File: src/rtl/multicycle_ctrl_fsm_if.sv
`default_nettype none
// ============================================================================
// Module   : multicycle_ctrl_fsm_if
// Brief    : Control bundle between the multi-cycle sequencer and the RV32
//            datapath (instruction register, PC, regfile, ALU muxes, memory).
// Revision : 1.0 - initial release
// ============================================================================
interface multicycle_ctrl_fsm_if #(
  parameter int CNT_W = 32
);
  // Datapath status into the sequencer
  logic [6:0]       opcode;
  logic             br_cond;
  logic             mem_ready;
  // Sequencer strobes and selects out to the datapath
  logic             pc_write;
  logic             ir_write;
  logic             mdr_write;
  logic             iord;
  logic             mem_read;
  logic             mem_write;
  logic             reg_write;
  logic [1:0]       mem_to_reg;
  logic [1:0]       alu_src_a;
  logic [1:0]       alu_src_b;
  logic [1:0]       alu_op;
  logic             pc_src;
  logic             trap;
  logic [CNT_W-1:0] retired;

  // Sequencer side
  modport master (
    input  opcode, br_cond, mem_ready,
    output pc_write, ir_write, mdr_write, iord, mem_read, mem_write,
           reg_write, mem_to_reg, alu_src_a, alu_src_b, alu_op, pc_src,
           trap, retired
  );

  // Datapath side
  modport slave (
    output opcode, br_cond, mem_ready,
    input  pc_write, ir_write, mdr_write, iord, mem_read, mem_write,
           reg_write, mem_to_reg, alu_src_a, alu_src_b, alu_op, pc_src,
           trap, retired
  );
endinterface
`default_nettype wire

File: src/rtl/multicycle_ctrl_fsm.sv
`default_nettype none
// ============================================================================
// Module   : multicycle_ctrl_fsm
// Brief    : Multi-cycle sequencer for the RV32 subset (LW, SW, R-type,
//            BEQ/BGT, JAL, I-type ALU). Steps a shared ALU and a shared
//            memory port through fetch/decode/execute/memory/writeback,
//            guards every memory wait with a watchdog and counts retirements.
// Revision : 1.0 - initial release
// ============================================================================
module multicycle_ctrl_fsm #(
  parameter int TIMEOUT = 16,
  parameter int CNT_W   = 32
) (
  input  logic                  clk,
  input  logic                  reset,
  multicycle_ctrl_fsm_if.master bus
);

  localparam int              WC_W    = (TIMEOUT > 2) ? $clog2(TIMEOUT) : 1;
  localparam logic [WC_W-1:0] WC_LAST = WC_W'(TIMEOUT - 1);

  localparam logic [6:0] OP_LW  = 7'b0000011;
  localparam logic [6:0] OP_SW  = 7'b0100011;
  localparam logic [6:0] OP_R   = 7'b0110011;
  localparam logic [6:0] OP_I   = 7'b0010011;
  localparam logic [6:0] OP_BR  = 7'b1100011;
  localparam logic [6:0] OP_JAL = 7'b1101111;

  typedef enum logic [3:0] {
    S_FETCH  = 4'd0,
    S_DECODE = 4'd1,
    S_MEMADR = 4'd2,
    S_MEMRD  = 4'd3,
    S_MEMWB  = 4'd4,
    S_MEMWR  = 4'd5,
    S_EXEC_R = 4'd6,
    S_EXEC_I = 4'd7,
    S_ALUWB  = 4'd8,
    S_BRANCH = 4'd9,
    S_JAL    = 4'd10,
    S_TRAP   = 4'd11
  } state_t;

  state_t           state_q,    state_d;
  logic [WC_W-1:0]  wait_cnt_q, wait_cnt_d;
  logic [CNT_W-1:0] retired_q,  retired_d;

  logic       pc_write_w, ir_write_w, mdr_write_w, iord_w;
  logic       mem_read_w, mem_write_w, reg_write_w, pc_src_w, trap_w;
  logic [1:0] mem_to_reg_w, alu_src_a_w, alu_src_b_w, alu_op_w;
  logic       wait_expired_w;

  // A memory wait that reaches the last allowed cycle with no ready traps.
  assign wait_expired_w = (wait_cnt_q == WC_LAST);

  // Next-state, watchdog, retirement and control decode from registered state
  always_comb begin
    state_d      = state_q;
    wait_cnt_d   = '0;
    retired_d    = retired_q;
    pc_write_w   = 1'b0;
    ir_write_w   = 1'b0;
    mdr_write_w  = 1'b0;
    iord_w       = 1'b0;
    mem_read_w   = 1'b0;
    mem_write_w  = 1'b0;
    reg_write_w  = 1'b0;
    pc_src_w     = 1'b0;
    trap_w       = 1'b0;
    mem_to_reg_w = 2'b00;
    alu_src_a_w  = 2'b00;
    alu_src_b_w  = 2'b00;
    alu_op_w     = 2'b00;

    case (state_q)
      S_FETCH: begin
        mem_read_w  = 1'b1;
        alu_src_b_w = 2'b10;
        if (bus.mem_ready) begin
          ir_write_w = 1'b1;
          pc_write_w = 1'b1;
          state_d    = S_DECODE;
        end else if (wait_expired_w) begin
          state_d = S_TRAP;
        end else begin
          wait_cnt_d = wait_cnt_q + 1'b1;
        end
      end
      S_DECODE: begin
        // Precompute PC-relative target into ALU out
        alu_src_a_w = 2'b01;
        alu_src_b_w = 2'b01;
        case (bus.opcode)
          OP_LW, OP_SW: state_d = S_MEMADR;
          OP_R:         state_d = S_EXEC_R;
          OP_I:         state_d = S_EXEC_I;
          OP_BR:        state_d = S_BRANCH;
          OP_JAL:       state_d = S_JAL;
          default:      state_d = S_TRAP;
        endcase
      end
      S_MEMADR: begin
        alu_src_a_w = 2'b10;
        alu_src_b_w = 2'b01;
        state_d     = (bus.opcode == OP_LW) ? S_MEMRD : S_MEMWR;
      end
      S_MEMRD: begin
        mem_read_w = 1'b1;
        iord_w     = 1'b1;
        if (bus.mem_ready) begin
          mdr_write_w = 1'b1;
          state_d     = S_MEMWB;
        end else if (wait_expired_w) begin
          state_d = S_TRAP;
        end else begin
          wait_cnt_d = wait_cnt_q + 1'b1;
        end
      end
      S_MEMWB: begin
        reg_write_w  = 1'b1;
        mem_to_reg_w = 2'b01;
        retired_d    = retired_q + CNT_W'(1);
        state_d      = S_FETCH;
      end
      S_MEMWR: begin
        mem_write_w = 1'b1;
        iord_w      = 1'b1;
        if (bus.mem_ready) begin
          retired_d = retired_q + CNT_W'(1);
          state_d   = S_FETCH;
        end else if (wait_expired_w) begin
          state_d = S_TRAP;
        end else begin
          wait_cnt_d = wait_cnt_q + 1'b1;
        end
      end
      S_EXEC_R: begin
        alu_src_a_w = 2'b10;
        alu_src_b_w = 2'b00;
        alu_op_w    = 2'b10;
        state_d     = S_ALUWB;
      end
      S_EXEC_I: begin
        alu_src_a_w = 2'b10;
        alu_src_b_w = 2'b01;
        alu_op_w    = 2'b11;
        state_d     = S_ALUWB;
      end
      S_ALUWB: begin
        reg_write_w = 1'b1;
        retired_d   = retired_q + CNT_W'(1);
        state_d     = S_FETCH;
      end
      S_BRANCH: begin
        // Compare rs1/rs2; target already sits in ALU out from DECODE
        alu_src_a_w = 2'b10;
        alu_op_w    = 2'b01;
        pc_src_w    = 1'b1;
        pc_write_w  = bus.br_cond;
        retired_d   = retired_q + CNT_W'(1);
        state_d     = S_FETCH;
      end
      S_JAL: begin
        reg_write_w  = 1'b1;
        mem_to_reg_w = 2'b10;
        pc_src_w     = 1'b1;
        pc_write_w   = 1'b1;
        retired_d    = retired_q + CNT_W'(1);
        state_d      = S_FETCH;
      end
      S_TRAP: begin
        trap_w = 1'b1;
      end
      default: begin
        state_d = S_TRAP;
      end
    endcase
  end

  // State, watchdog and retirement counter registers
  always_ff @(posedge clk) begin
    if (reset) begin
      state_q    <= S_FETCH;
      wait_cnt_q <= '0;
      retired_q  <= '0;
    end else begin
      state_q    <= state_d;
      wait_cnt_q <= wait_cnt_d;
      retired_q  <= retired_d;
    end
  end

  // Strobes are held quiet while reset is asserted
  assign bus.pc_write   = reset ? 1'b0  : pc_write_w;
  assign bus.ir_write   = reset ? 1'b0  : ir_write_w;
  assign bus.mdr_write  = reset ? 1'b0  : mdr_write_w;
  assign bus.iord       = reset ? 1'b0  : iord_w;
  assign bus.mem_read   = reset ? 1'b0  : mem_read_w;
  assign bus.mem_write  = reset ? 1'b0  : mem_write_w;
  assign bus.reg_write  = reset ? 1'b0  : reg_write_w;
  assign bus.mem_to_reg = reset ? 2'b00 : mem_to_reg_w;
  assign bus.alu_src_a  = reset ? 2'b00 : alu_src_a_w;
  assign bus.alu_src_b  = reset ? 2'b00 : alu_src_b_w;
  assign bus.alu_op     = reset ? 2'b00 : alu_op_w;
  assign bus.pc_src     = reset ? 1'b0  : pc_src_w;
  assign bus.trap       = reset ? 1'b0  : trap_w;
  assign bus.retired    = retired_q;

endmodule
`default_nettype wire

File: src/flat_wrapper.sv
// flat-port wrapper written by rule: the top's interface ports become plain ports
module multicycle_ctrl_fsm_flat 
#(
  parameter int TIMEOUT = 16,
  parameter int CNT_W   = 32
)
  (clk, reset, bus_opcode, bus_br_cond, bus_mem_ready, bus_pc_write, bus_ir_write, bus_mdr_write, bus_iord, bus_mem_read, bus_mem_write, bus_reg_write, bus_mem_to_reg, bus_alu_src_a, bus_alu_src_b, bus_alu_op, bus_pc_src, bus_trap, bus_retired);
  multicycle_ctrl_fsm_if #(.CNT_W(CNT_W)) bus_i ();
  input  logic clk;
  input  logic reset;
  input wire logic [$bits(bus_i.opcode)-1:0] bus_opcode;
  input wire logic [$bits(bus_i.br_cond)-1:0] bus_br_cond;
  input wire logic [$bits(bus_i.mem_ready)-1:0] bus_mem_ready;
  output wire logic [$bits(bus_i.pc_write)-1:0] bus_pc_write;
  output wire logic [$bits(bus_i.ir_write)-1:0] bus_ir_write;
  output wire logic [$bits(bus_i.mdr_write)-1:0] bus_mdr_write;
  output wire logic [$bits(bus_i.iord)-1:0] bus_iord;
  output wire logic [$bits(bus_i.mem_read)-1:0] bus_mem_read;
  output wire logic [$bits(bus_i.mem_write)-1:0] bus_mem_write;
  output wire logic [$bits(bus_i.reg_write)-1:0] bus_reg_write;
  output wire logic [$bits(bus_i.mem_to_reg)-1:0] bus_mem_to_reg;
  output wire logic [$bits(bus_i.alu_src_a)-1:0] bus_alu_src_a;
  output wire logic [$bits(bus_i.alu_src_b)-1:0] bus_alu_src_b;
  output wire logic [$bits(bus_i.alu_op)-1:0] bus_alu_op;
  output wire logic [$bits(bus_i.pc_src)-1:0] bus_pc_src;
  output wire logic [$bits(bus_i.trap)-1:0] bus_trap;
  output wire logic [$bits(bus_i.retired)-1:0] bus_retired;
  assign bus_i.opcode = bus_opcode;
  assign bus_i.br_cond = bus_br_cond;
  assign bus_i.mem_ready = bus_mem_ready;
  assign bus_pc_write = bus_i.pc_write;
  assign bus_ir_write = bus_i.ir_write;
  assign bus_mdr_write = bus_i.mdr_write;
  assign bus_iord = bus_i.iord;
  assign bus_mem_read = bus_i.mem_read;
  assign bus_mem_write = bus_i.mem_write;
  assign bus_reg_write = bus_i.reg_write;
  assign bus_mem_to_reg = bus_i.mem_to_reg;
  assign bus_alu_src_a = bus_i.alu_src_a;
  assign bus_alu_src_b = bus_i.alu_src_b;
  assign bus_alu_op = bus_i.alu_op;
  assign bus_pc_src = bus_i.pc_src;
  assign bus_trap = bus_i.trap;
  assign bus_retired = bus_i.retired;
  multicycle_ctrl_fsm #(.TIMEOUT(TIMEOUT), .CNT_W(CNT_W)) u_core (.clk(clk), .reset(reset), .bus(bus_i));
endmodule
File: config.mk
export PLATFORM = sky130hd
export DESIGN_NAME = multicycle_ctrl_fsm_flat
export DESIGN_NICKNAME = d
export VERILOG_FILES = /design/src/rtl/multicycle_ctrl_fsm_if.sv /design/src/rtl/multicycle_ctrl_fsm.sv /design/src/flat_wrapper.sv
export SDC_FILE = /design/constraint.sdc
export NUM_CORES = 1
export LEC_CHECK = 0
export ABC_AREA = 1
export BUFFER_PORTS_ARGS = -buffer_cell sky130_fd_sc_hd__buf_2
export CORE_ASPECT_RATIO = 1.25
export CORE_MARGIN = 2
export CORE_UTILIZATION = 30
export CTS_CLUSTER_SIZE = 20
export DETAILED_ROUTE_END_ITERATION = 12
export GPL_ROUTABILITY_DRIVEN = 0
export GPL_TIMING_DRIVEN = 1
export HOLD_SLACK_MARGIN = 0.1
export PLACE_DENSITY = 0.62
export SKIP_LAST_GASP = 1
export SLEW_MARGIN = 30
export SYNTH_ARGS = -nofsm -noshare
export SYNTH_HDL_FRONTEND = slang
export SYNTH_SLANG_ARGS = --single-unit
File: constraint.sdc
create_clock -name clk -period 1.8 [get_ports clk]
set_clock_uncertainty 0.15 [all_clocks]
set_input_delay 0.36 -clock clk [delete_from_list [all_inputs] [get_ports clk]]
set_output_delay 0.36 -clock clk [all_outputs]
set_load 0.1 [all_outputs]
==> results.sh, run 1 <==
export IMPL_place_ws_ns=0.0166
export IMPL_die_w_um=86.8
export IMPL_drc=0
export IMPL_wl_mm=8.05
export IMPL_grt_busiest_layer="met2"
export IMPL_critical_path_class="register to output pin"
export IMPL_holdPathEnd="u_core.state_q[2]$_SDFFE_PP0P_"
export IMPL_status="complete, but fails checks"
export IMPL_layout_common_cells="nand2_1 (103), nor2_1 (62), inv_1 (45)"
export IMPL_power_density_mw_per_mm2=977
export IMPL_violations="setup timing"
export IMPL_cts_hold_buffers=0
export IMPL_rr_startpoint="u_core.state_q[0]$_SDFFE_PP0P_"
export IMPL_hp_class="input pin to register"
export IMPL_cts_root_buffer="clkbuf_8"
export IMPL_drv_cap=0
export IMPL_min_from="bus_opcode[4]"
export IMPL_cpPeakStageDelay_ns=0.41
export IMPL_htree_levels=2
export IMPL_grt_pass1_wl_mm=12.9
export IMPL_crit_arrival_ns=1.49
export IMPL_finalSetupViolCount=31
export IMPL_clk_latency_ns=0.30
export IMPL_yosysSeqAreaShare_pct=31.2
export IMPL_dr_pass1_iters=6
export IMPL_cts_tree="built"
export IMPL_p_comb_share_pct=58.4
export IMPL_final_cell_area_mm2=0.00400
export IMPL_syn_avg_cell_area_um2=5.99
export IMPL_yosysUniqueCellTypes=31
export IMPL_crit_fanout=5
export IMPL_worstHoldPathCells=3
export IMPL_via_per_inst=4.87
export IMPL_layout_nets=529
export IMPL_yosysTopAreaCellShare_pct=31.2
export IMPL_ir_drop_mv=0.931
export IMPL_leakage_nw=1.61
export IMPL_grt_usage_pct=17.1
export IMPL_path_clk_slew_ns=0.08
export IMPL_min_period_ns=2.00
export IMPL_worstReg2RegEnd="u_core.bus.retired[22]$_SDFFE_PP0P_"
export IMPL_crit_chain="inv_4, nand2_4, inv_2, nand2_4, inv_2, o31ai_4, inv_2, buf_12"
export IMPL_drtAntennaViolNets=0
export IMPL_slew_headroom_pct=66.5
export IMPL_dr_total_vias=2988
export IMPL_final_common_cell="nand2_1"
export IMPL_overflow=0
export IMPL_yosysTopAreaCell="dfxtp_1"
export IMPL_crit_buf_inv=5
export IMPL_worstMarginPinSlew_ns=0.505
export IMPL_synthCells=429
export IMPL_drt_iter0_drc=117
export IMPL_io_buffers=59
export IMPL_rr_worst_depth=10
export IMPL_use_met2_pct=30.1
export IMPL_timing_final_max_slew_violations=0
export IMPL_synth_warning_count=0
export IMPL_cts_path_max_buffers=2
export IMPL_finalCritPeriodShare_pct=111
export IMPL_clkPwrFrac_pct=15.1
export IMPL_worst_slack_ns=-0.199
export IMPL_slowest_stage="dfxtp_4"
export IMPL_antenna_cells=0
export IMPL_syn_area_mm2=0.00257
export IMPL_syn_num_nets=442
export IMPL_dpl_instance_area_mm2=0.00359
export IMPL_worstPathRequired_ns=1.29
export IMPL_p_int_mw=2.09
export IMPL_synth_top_cells_by_area="dfxtp_1 (31%), nand2_1 (16%), nor2_1 (12%), inv_1 (8.0%), nand3_1 (6.4%)"
export IMPL_cp_end_kind="output pin"
export IMPL_final_core_util_pct=48.2
export IMPL_core_mm2=0.00829
export IMPL_rsz0062_at_grt="yes"
export IMPL_grt_max_degree=28
export IMPL_ios=60
export IMPL_nFillCells=836
export IMPL_grt_pass1_vias=2901
export IMPL_routedWlPerCell_um=13.1
export IMPL_cts_sinks=40
export IMPL_drive_gt1_share_pct=39.5
export IMPL_p_switching_mw=1.81
export IMPL_fmax_mhz=500
export IMPL_cp_top_family="flip-flops"
export IMPL_die_area_mm2=0.00932
export IMPL_die_h_um=107
export IMPL_grtUsageMet3_pct=3.60
export IMPL_start_util_pct=31.0
export IMPL_pwr_share_seq_pct=26.5
export IMPL_cts_made_buffers=5
export IMPL_finalPower_mw=3.90
export IMPL_start_kind="register"
export IMPL_hold_violations=0
export IMPL_globalRouteMet1Util_pct=19.6
export IMPL_dpl_hpwl_mm=5.83
export IMPL_switching_share_pct=46.4
export IMPL_synth_ff_latch_count=40
export IMPL_rrSetupSlack_ns=-0.07
export IMPL_crit_top_cell="inv_2"
export IMPL_grt_antenna_before_repair=0
export IMPL_syn_to_final_growth_pct=55.5
export IMPL_rows=37
export IMPL_hold_ws_ns=0.245
==> flip-flops by register name (all words and copies together) (netlist names) <==
register            flops
u_core.state_q          4
u_core.wait_cnt_q       4
u_core.bus.retired     32
==> stage by stage <==
stage                     cells  TNS (ns)
after global routing        614     -5.44
after CTS                   603     -2.29
after floorplan             429    -0.681
after global placement      591         0
after detailed placement    591         0
final                       614     -2.62
==> layer usage <==
layer	vias up	part of all wire, %
li1	1528	-
met1	1359	40
met2	75	52
met3	26	4.6
met4	0	3.5
met5	-	0
==> tightest hold or removal path: stages <==
cell and delay [ns]:
buf_2 0.12, nand3_1 0.08, a21oi_1 0.08
==> synthesized netlist by cell type <==
| cell type | count |
|---|---|
| dfxtp_1 | 40 |
| and2_1 | 1 |
| clkbuf_1 | 3 |
| o21ai_0 | 11 |
| ha_1 | 2 |
| nand3_2 | 1 |
| a31oi_1 | 2 |
| inv_2 | 3 |
| nor4_1 | 1 |
| buf_1 | 2 |
| buf_2 | 1 |
| o21bai_1 | 1 |
| nand3b_1 | 2 |
| nor2_1 | 84 |
| nand3_1 | 33 |
| a21oi_2 | 3 |
| nand2_2 | 3 |
| o31ai_1 | 2 |
| nand2_1 | 112 |
| buf_6 | 4 |
| nor2_2 | 3 |
| nor3_2 | 3 |
| nor2_4 | 2 |
| a21oi_1 | 31 |
| inv_1 | 55 |
| buf_4 | 1 |
| nor3_1 | 10 |
| xor2_1 | 4 |
| nand4_1 | 3 |
| xnor2_1 | 4 |
| o21ai_1 | 2 |
==> power groups by stage <==
stage / Combinational (mW) / Clock, mW / Sequential, mW
final: 2.28 / 0.590 / 1.04
after global routing: 2.39 / 0.642 / 1.05
after CTS: 1.93 / 0.600 / 1.03
after detailed placement: 1.78 / 0 / 1.03
after global placement: 1.76 / 0 / 1.03
after floorplan: 1.16 / 0 / 1.12
==> worst max path at each step <==
| stage | startpoint | end | slack (ns) | cells past startpoint |
|---|---|---|---|---|
| floorplan | u_core.state_q[3]$_SDFFE_PP0P_ | bus_mem_to_reg[0] | -0.21 | 3 |
| global placement | u_core.state_q[0]$_SDFFE_PP0P_ | bus_pc_write | 0.04 | 6 |
| detailed placement | u_core.state_q[1]$_SDFFE_PP0P_ | bus_alu_src_b[0] | 0.02 | 8 |
| CTS | u_core.state_q[2]$_SDFFE_PP0P_ | bus_pc_write | -0.21 | 6 |
| global route | u_core.state_q[1]$_SDFFE_PP0P_ | bus_alu_src_b[0] | -0.28 | 8 |
| finish | u_core.state_q[1]$_SDFFE_PP0P_ | bus_alu_src_b[0] | -0.20 | 8 |
==> layout make-up <==
cell class                      instances  area [um^2]  area share (%)
Tap cell                               97          121            3.04
Clock inverter                          3         13.8           0.345
Timing Repair inverter                  1         7.51           0.188
Sequential cell                        40          880            22.0
Multi-Input combinational cell        320         1800            45.0
Clock buffer                            5         68.8            1.72
Timing Repair Buffer                   90          876            21.9
Inverter                               58          231            5.79
==> logic make-up (layout without fill, tap and decap cells) <==
family                   count (synthesis)  count (layout)  share of synthesized area [%]
AO/OA/AOI/OAI                           52              52                           11.0
buffers and inverters                   69             157                           11.4
XOR/XNOR                                 8               8                           2.73
flip-flops                              40              40                           31.2
adder cells (fa/ha/maj)                  2               2                          0.974
AND/OR/NAND/NOR                        258             258                           42.7
==> what timing repair did <==
| item | in CTS | in global routing |
|---|---|---|
| setup buffers | 5 | 8 |
| endpoints found under the setup margin | 17 | 49 |
| pin swaps | 11 | 7 |
| cloned | 0 | 3 |
| hold endpoints to repair | 0 | 0 |
| resized for setup | 30 | 22 |
Power figures use the tool's default switching activity.
==> run 2, diff against run 1 <==
--- a/config.mk
+++ b/config.mk
@@ -13,7 +13,7 @@
 export CTS_CLUSTER_SIZE = 20
 export DETAILED_ROUTE_END_ITERATION = 12
 export GPL_ROUTABILITY_DRIVEN = 0
-export GPL_TIMING_DRIVEN = 1
+export GPL_TIMING_DRIVEN = 0
 export HOLD_SLACK_MARGIN = 0.1
 export PLACE_DENSITY = 0.62
 export SKIP_LAST_GASP = 1
==> results.sh, run 2 (synthesized netlist as in run 1, its figures left out) <==
export IMPL_status="complete, but fails checks"
export IMPL_violations="setup timing"
export IMPL_worstPathRequired_ns=1.29
export IMPL_syn_to_final_growth_pct=50.9
export IMPL_worstHoldPathCells=3
export IMPL_drc=0
export IMPL_crit_start="u_core.state_q[3]$_SDFFE_PP0P_"
export IMPL_largest_reg_flops=32
export IMPL_cp_end_kind="output pin"
export IMPL_slew_headroom_pct=60.3
export IMPL_grt_pass1_wl_mm=12.8
export IMPL_crit_chain="nor2_4, nand2_4, nor2_4, inv_2, a31oi_4, buf_12"
export IMPL_cpPeakStageDelay_ns=0.37
export IMPL_setup_tns_final_ns=-1.95
export IMPL_nFillCells=809
export IMPL_slowest_stage="dfxtp_4"
export IMPL_rrSetupSlack_ns=-0.02
export IMPL_cts_sinks=40
export IMPL_p_comb_share_pct=55.2
export IMPL_core_mm2=0.00829
export IMPL_grt_antenna_before_repair=0
export IMPL_ir_drop_mv=0.791
export IMPL_cp_top_family="simple AND/OR/NAND/NOR gates"
export IMPL_antenna_cells=0
export IMPL_critical_path_class="register to output pin"
export IMPL_overflow=0
export IMPL_dr_pass1_iters=4
export IMPL_hold_violations=0
export IMPL_grt_max_degree=13
export IMPL_drive_gt1_share_pct=37.1
export IMPL_min_period_ns=1.99
export IMPL_cts_made_buffers=5
export IMPL_dpl_hpwl_mm=5.69
export IMPL_die_h_um=107
export IMPL_holdPathEnd="u_core.state_q[2]$_SDFFE_PP0P_"
export IMPL_worstReg2RegEnd="u_core.bus.retired[21]$_SDFFE_PP0P_"
export IMPL_drtAntennaViolNets=0
export IMPL_rows=37
export IMPL_drv_cap=0
export IMPL_cts_root_buffer="clkbuf_8"
export IMPL_pwr_share_seq_pct=27.0
export IMPL_cts_hold_buffers=0
export IMPL_path_clk_slew_ns=0.08
export IMPL_dr_total_vias=2980
export IMPL_layout_common_cells="nand2_1 (105), nor2_1 (66), inv_1 (44)"
export IMPL_drt_iter0_drc=97
export IMPL_final_common_cell="nand2_1"
export IMPL_p_switching_mw=1.79
export IMPL_worstMarginPinSlew_ns=0.595
export IMPL_rr_startpoint="u_core.state_q[1]$_SDFFE_PP0P_"
export IMPL_crit_arrival_ns=1.48
export IMPL_finalSetupViolCount=18
export IMPL_start_util_pct=31.0
export IMPL_switching_share_pct=46.5
export IMPL_fmax_mhz=503
export IMPL_htree_levels=2
export IMPL_routedWlPerCell_um=13.1
export IMPL_min_from="bus_opcode[4]"
export IMPL_rr_worst_depth=10
export IMPL_io_buffers=59
export IMPL_cts_path_max_buffers=2
export IMPL_clk_latency_ns=0.30
export IMPL_leakage_nw=1.54
export IMPL_grt_pass1_vias=2782
export IMPL_ios=60
export IMPL_clkPwrFrac_pct=17.8
export IMPL_p_int_mw=2.06
export IMPL_worst_slack_ns=-0.189
export IMPL_crit_top_cell="nor2_4"
export IMPL_die_area_mm2=0.00932
export IMPL_via_per_inst=4.92
export IMPL_timing_final_max_slew_violations=0
export IMPL_power_density_mw_per_mm2=994
export IMPL_wl_mm=7.96
export IMPL_hold_ws_ns=0.209
export IMPL_cts_tree="built"
export IMPL_rsz0062_at_grt="yes"
export IMPL_die_w_um=86.8
export IMPL_crit_buf_inv=2
export IMPL_hp_class="input pin to register"
export IMPL_layout_nets=521
export IMPL_start_kind="register"
export IMPL_crit_fanout=4
export IMPL_finalCritPeriodShare_pct=110
export IMPL_grt_usage_pct=17.2
-- run 2: worst max-delay path by stage --
stage                              to  cells past startpoint  slack, ns
global placement     bus_alu_src_a[1]                      6      -0.50
floorplan           bus_mem_to_reg[0]                      3      -0.21
detailed placement   bus_alu_src_b[0]                      6      -0.49
finish                   bus_pc_write                      6      -0.19
CTS                      bus_pc_write                      6      -0.22
global route             bus_pc_write                      6      -0.25
-- run 2: metal layers --
| layer | wire (um) | GRT usage [%] | up-vias |
|---|---|---|---|
| met4 | 200 | 6.03 | 0 |
| met1 | 3230 | 20.0 | 1348 |
| met3 | 479 | 3.37 | 17 |
| li1 | - | - | 1515 |
| met2 | 4040 | 30.9 | 100 |
| met5 | 0 | 0 | - |
-- run 2: cell type report --
type                       instances  area, um^2  area share, %
multi-input combinational        320        1800           46.4
sequential                        40         880           22.7
timing repair buffer              72         651           16.8
inverter                          58         230           5.94
tap                               97         121           3.13
clock buffer                       7        97.6           2.52
buffer                            11        95.1           2.45
clock inverter                     1        5.00          0.129
-- run 2: timing repair --
item                                   CTS  global route
pin swaps                                9            13
gates resized for setup                 97            23
buffers inserted                         8             8
setup endpoints to repair               18            42
endpoints found under the hold margin    0             0
-- run 2: through the flow --
step                      area (um^2)  utilization, %  instances  setup WS (ns)  total power [mW]
after CTS                        3780            45.6        601         -0.222              3.71
after global routing             3880            46.8        606         -0.251              4.02
final                            3880            46.8        606         -0.189              3.85
after detailed placement         3250            39.3        585         -0.495              2.56
after floorplan                  2840               -        429         -0.210              2.28
after global placement           3250            39.3        585         -0.503              2.55
-- run 2: power by group through the flow --
stage               clock network, mW  logic, mW  registers (mW)
global placement                    0       1.51            1.04
CTS                             0.708       1.96            1.04
global route                    0.740       2.23            1.05
floorplan                           0       1.16            1.12
finish                          0.685       2.13            1.04
detailed placement                  0       1.52            1.04
-- run 2: worst min-delay path, cell delays in order --
cell,delay [ns]
buf_2,0.12
nand3_1,0.08
a21oi_1,0.06
